<file path="src/rtl/out_sel_pipe_pkg.sv">
// Shared router definitions used by the output-select pipeline:
// default port geometry and the select code that marks an idle input.
package out_sel_pipe_pkg;

  localparam int DEF_NUM_CHANNEL  = 5;
  localparam int DEF_LOG_NUM_PORT = 3;

  // Idle code is the all-ones value of a select code of the given width.
  function automatic logic [31:0] idle_code(input int width);
    return (32'd1 << width) - 32'd1;
  endfunction

endpackage

</file>
<file path="src/rtl/out_sel_enc.sv">
// Translates one allocation vector into a select code.
// An all-zero vector produces the idle code.
// A vector with more than one bit set is flagged; the priority setting still picks the winner.
module out_sel_enc
  import out_sel_pipe_pkg::*;
#(
  parameter int NUM_CHANNEL  = DEF_NUM_CHANNEL,
  parameter int LOG_NUM_PORT = DEF_LOG_NUM_PORT,
  parameter bit MSB_FIRST    = 1'b1
) (
  input  logic [NUM_CHANNEL-1:0]  vec,
  output logic [LOG_NUM_PORT-1:0] code,
  output logic                    multi
);

  localparam logic [LOG_NUM_PORT-1:0] IDLE = LOG_NUM_PORT'(idle_code(LOG_NUM_PORT));

  int ones;

  // Priority encode with a running popcount. With MSB priority every later set bit
  // overwrites the code. With LSB priority only the first set bit is kept: the idle code
  // is larger than any channel index, so it marks "no winner yet".
  always_comb begin
    // NOTE: every output gets a default before the loop so no path leaves it unassigned (no latch).
    code  = IDLE;
    ones  = 0;
    for (int i = 0; i < NUM_CHANNEL; i++) begin
      if (vec[i]) begin
        ones = ones + 1;
        if (MSB_FIRST || code == IDLE) code = LOG_NUM_PORT'(i);
      end
    end
    multi = (ones > 1);
  end

endmodule

</file>
<file path="src/rtl/out_sel_pipe.sv">
// Single-stage registered translation of per-input allocation vectors into crossbar
// select codes. The stage provides valid/ready handshaking at full throughput.
// It also detects conflicts between inputs, keeps sticky multi-hot error flags,
// and maintains a saturating conflict counter.
module out_sel_pipe
  import out_sel_pipe_pkg::*;
#(
  parameter int NUM_CHANNEL  = DEF_NUM_CHANNEL,
  parameter int NUM_IN       = 5,
  parameter int LOG_NUM_PORT = DEF_LOG_NUM_PORT,
  parameter bit MSB_FIRST    = 1'b1,
  parameter int CNT_W        = 8
) (
  input  logic                           clk,
  input  logic                           reset,
  input  logic [NUM_IN*NUM_CHANNEL-1:0]  alloc,
  input  logic                           in_valid,
  output logic                           in_ready,
  output logic [NUM_IN*LOG_NUM_PORT-1:0] out_sel,
  output logic                           out_valid,
  input  logic                           out_ready,
  input  logic                           err_clr,
  output logic [NUM_IN-1:0]              err_multi,
  output logic                           conflict,
  output logic [CNT_W-1:0]               conflict_cnt
);

  localparam logic [LOG_NUM_PORT-1:0] IDLE = LOG_NUM_PORT'(idle_code(LOG_NUM_PORT));

  if ((1 << LOG_NUM_PORT) <= NUM_CHANNEL) begin : g_bad_width
    $error("out_sel_pipe: LOG_NUM_PORT too small to hold an idle code beyond NUM_CHANNEL");
  end

  logic [LOG_NUM_PORT-1:0]        code [NUM_IN];
  logic [NUM_IN-1:0]              multi;
  logic [NUM_IN*LOG_NUM_PORT-1:0] sel_next;
  logic                           conflict_next;
  logic                           in_xfer;
  logic                           out_xfer;

  for (genvar g = 0; g < NUM_IN; g++) begin : g_enc
    out_sel_enc #(
      .NUM_CHANNEL (NUM_CHANNEL),
      .LOG_NUM_PORT(LOG_NUM_PORT),
      .MSB_FIRST   (MSB_FIRST)
    ) u_enc (
      .vec  (alloc[g*NUM_CHANNEL +: NUM_CHANNEL]),
      .code (code[g]),
      .multi(multi[g])
    );
    assign sel_next[g*LOG_NUM_PORT +: LOG_NUM_PORT] = code[g];
  end

  // The stage can take a new vector whenever the held result is absent or leaving.
  assign in_ready = !out_valid || out_ready;
  assign in_xfer  = in_valid && in_ready;
  assign out_xfer = out_valid && out_ready;

  // Two active inputs selecting the same channel form a conflict. Idle inputs never conflict.
  always_comb begin
    conflict_next = 1'b0;
    for (int i = 0; i < NUM_IN; i++) begin
      for (int j = i + 1; j < NUM_IN; j++) begin
        if (code[i] != IDLE && code[i] == code[j]) conflict_next = 1'b1;
      end
    end
  end

  // Result register: loads on input transfer and empties on a bare output transfer.
  always_ff @(posedge clk) begin
    // NOTE: sequential state uses non-blocking assignments so every register samples pre-edge values.
    if (reset) begin
      out_valid <= 1'b0;
      out_sel   <= {NUM_IN{IDLE}};
      conflict  <= 1'b0;
    end else if (in_xfer) begin
      out_valid <= 1'b1;
      out_sel   <= sel_next;
      conflict  <= conflict_next;
    end else if (out_xfer) begin
      out_valid <= 1'b0;
    end
  end

  // Sticky multi-hot flags: a new multi-hot input sets its flag even while clearing.
  always_ff @(posedge clk) begin
    if (reset) begin
      err_multi <= '0;
    end else begin
      err_multi <= (err_clr ? '0 : err_multi) | (in_xfer ? multi : '0);
    end
  end

  // Saturating count of accepted results that carry a conflict.
  always_ff @(posedge clk) begin
    if (reset) begin
      conflict_cnt <= '0;
    end else if (in_xfer && conflict_next && conflict_cnt != {CNT_W{1'b1}}) begin
      conflict_cnt <= conflict_cnt + 1'b1;
    end
  end

endmodule

</file>
<file path="config.mk">
export PLATFORM = sky130hd
export DESIGN_NAME = out_sel_pipe
export DESIGN_NICKNAME = d
export VERILOG_FILES = /design/src/rtl/out_sel_pipe_pkg.sv /design/src/rtl/out_sel_enc.sv /design/src/rtl/out_sel_pipe.sv
export SDC_FILE = /design/constraint.sdc
export NUM_CORES = 1
export LEC_CHECK = 0
export ABC_AREA = 0
export CORE_MARGIN = 2
export CORE_UTILIZATION = 50
export DETAILED_ROUTE_END_ITERATION = 7
export HOLD_SLACK_MARGIN = 0.1
export PLACE_DENSITY = 0.78
export SYNTH_ARGS = -nofsm -noshare
export SYNTH_HDL_FRONTEND = slang
export SYNTH_SLANG_ARGS = --single-unit
</file>
<file path="constraint.sdc">
create_clock -name clk -period 4.2 [get_ports clk]
set_input_delay 0.42 -clock clk [delete_from_list [all_inputs] [get_ports clk]]
set_output_delay 0.42 -clock clk [all_outputs]
set_load 0.05 [all_outputs]
</file>
==> impl_metrics.yaml <==
route:
  first_iter_violations: 161
  drc: 0
  wire_per_inst_um: 14.9
  viasPerCell: 5.92
  wl_um: 7280
  ant_nets: 0
  first_pass_iters: 5
  num_vias: 2888
setup_path:
  ff2ff_setup_slack_ns: 2.07
  r2r-end: "conflict_cnt[2]"
  worstSetupPathType: "input port to flop"
  end_kind: "flop"
  cp_max_fo: 8
  cp-start-kind: "input port"
  r2r_start: "out_valid"
  reg2regPathDepth: 6
  worst_ep_arrival_time_ns: 3.24
  cp.required_ns: 4.36
sta:
  slew_violations: 0
  worstMarginPinSlew_ns: 1.11
  finClkSkew_ns: 0.00641
  fmax_ghz: 0.325
  period_needed_ns: 3.08
  setup_viol: 0
  rsz0062_at_grt: "no"
  max-slew-margin-rel_pct: 25.8
  period_share_pct: 73.3
  hold_ws_ns: 0.472
  hold_violations: 0
  fin_setup_tns_ns: 0
power_and_ir_drop:
  power.leakage_nw: 1.44
  pwr-share-comb_pct: 41.5
  ir_drop_mv: 0.280
  switching_share_pct: 36.6
  seqPwrFrac_pct: 31.6
  totalPowerFinal_mw: 1.01
  p_int_uw: 641
  powerDensity_nw_per_um2: 274
  pwr-share-clk_pct: 26.9
  switching_power_uw: 370
place:
  placed_cells: 480
  port_buffers: 60
  gp_congestion: 0.985
  hpwl_um: 5450
hold_path:
  hp-class: "flop to flop"
  hold_depth: 1
  min-delay-start: "out_sel[0]"
  min_to: "out_sel[0]"
layout:
  antenna_cells: 0
  syn_to_final_growth_pct: 22.0
  drive_above_1_share_pct: 5.81
  fin_util_pct: 62.8
  fillers: 522
  layout.nets: 473
  final_cells: 488
yosys:
  yosysUniqueCellTypes: 63
  ys_warn_count: 0
  ys_seq_elements: 30
  synthTopCellsByArea: "dfxtp_1, ha_1, xnor2_1"
  synth_top_area_share_pct: 19.8
  synth-edff-count: 0
  synth_area_sq_um: 3030
  synth-seq-area-share_pct: 19.8
  netlist_instances: 371
  synth_area_leader_cell: "dfxtp_1"
  async_flop_share_pct: 0
  syn_nets: 432
  syn_avg_cell_area_sq_um: 8.16
  ys_dominant_reg_cell: "dfxtp_1"
floorplan:
  die_h_um: 81.8
  initial_core_util_pct: 51.5
  core_sq_um: 5890
  io_pins: 61
  die_x_um: 81.8
  rows: 28
  die-area_sq_um: 6700
cts:
  cts_buffers: 5
  cts_buffer_depth: 2
  postCtsSetupRepairBufs: 0
  ctsResizeCount: 0
  postCtsHoldBufs: 0
  clk_pin_slew_ns: 0.06
  cts-root-buf: "clkbuf_8"
  cts_tree: "yes"
  clock_latency_ns: 0.28
  cts_max_level: 2
  cts_sinks: 30
global_routing:
  grt.overflow.total: 0
  grt_pass1_vias: 2561
  grt_use_met1_pct: 26.1
  gr-usage-met3_pct: 5.38
  grt_pass1_wl_um: 11400
  grtUsageMet2_pct: 36.5
  grt_max_degree: 34
  busiest_layer: "met2"
  grtUsageTotal_pct: 21.6
  antenna_found_initial: 0
job:
  drv_cap: 0
run_status:
  outcome: "finished clean"
-- synthesized netlist by cell type (9+ instances only) --
cell type and instances:
a21oi_1 22, a211o_1 12, xnor2_1 23, nor2_1 32, o22ai_1 11, mux2i_1 12, nand2b_1 12, nand2_1 17
o21ai_0 13, dfxtp_1 30, ha_1 31, nor2b_1 13, clkbuf_1 11, inv_1 15, buf_2 9, nor3_1 14
-- power by group through the flow --
stage	Clock [mW]	Sequential (mW)	Combinational, mW
4_1_cts	0.277	0.320	0.420
6_report	0.272	0.320	0.419
3_3_place_gp	0	0.326	0.407
5_1_grt	0.290	0.322	0.457
2_1_floorplan	0	0.395	0.230
3_5_place_dp	0	0.326	0.418
-- cells by family (layout without fill, tap and decap cells) --
kind of cell,count (synthesis),after routing,share of synthesized area [%]
and+or+nand+nor,114,114,19.2
adders and majority gates,31,31,12.8
buffers and inverters,41,83,6.44
DFF,30,30,19.8
AOI/OAI and AO/OA,111,111,28.2
xor gates and xnor gates,28,28,8.10
muxes,16,16,5.45
-- how the worst max path moves through the flow --
stage | from | to | cells past startpoint
floorplan | alloc[1] | conflict_cnt[2] | 10
global placement | alloc[22] | conflict_cnt[2] | 9
detailed placement | alloc[10] | conflict_cnt[2] | 11
CTS | alloc[10] | conflict_cnt[2] | 11
global route | alloc[10] | conflict_cnt[4] | 11
finish | alloc[10] | conflict_cnt[2] | 11
-- worst max-delay path, cell delays in order --
cell,delay (ns)
clkdlybuf4s50_1,0.54
inv_1,0.08
ha_1,0.33
xnor2_1,0.20
nand3_1,0.11
a2111oi_0,0.47
a211oi_1,0.09
o22a_2,0.30
a21oi_4,0.22
and2_1,0.16
mux2_1,0.31
-- flip-flops by register name (all words and copies together) (netlist names) --
name and count:
conflict 1, out_valid 1, out_sel 15, err_multi 5, conflict_cnt 8
-- per-layer routing --
layer | up-vias | routed length, um | part of all wire, %
met5 | - | 0 | 0
met2 | 94 | 3500 | 48
met1 | 1344 | 3080 | 42
met3 | 16 | 507 | 7.0
li1 | 1434 | - | -
met4 | 0 | 189 | 2.6
-- area by class of cell --
type | count | area [sq um] | share of cell area (%)
multi-input combinational | 300 | 2230 | 60.4
sequential | 30 | 601 | 16.3
timing repair buffer | 60 | 601 | 16.3
clock buffer | 8 | 110 | 2.98
tap | 75 | 93.8 | 2.54
inverter | 15 | 56.3 | 1.52
-- through the flow --
stage	instance area, sq um	setup slack [ns]
floorplan	3030	1.62
global placement	3580	0.937
detailed placement	3580	0.837
CTS	3690	1.13
global route	3690	0.856
finish	3690	1.12
-- layout by cell type, fill, tap and decap left out, types with 4 or more instances in the layout --
cell type,synthesis,layout
inv_1,15,15
nand2_1,17,17
o22ai_1,11,11
mux2_1,4,4
nand4_1,5,5
o21ai_0,13,13
mux2i_1,12,12
nor2_1,32,32
xnor2_1,23,23
a211o_1,12,12
clkdlybuf4s50_1,0,60
nor2b_1,13,13
ha_1,31,31
dfxtp_1,30,30
clkbuf_8,0,8
xor2_1,5,5
o311ai_0,4,4
nand2b_1,12,12
nand3_1,5,5
nor3_1,14,14
or4_1,4,4
a21oi_1,22,22
No activity file was read; power rests on OpenSTA's default activity.
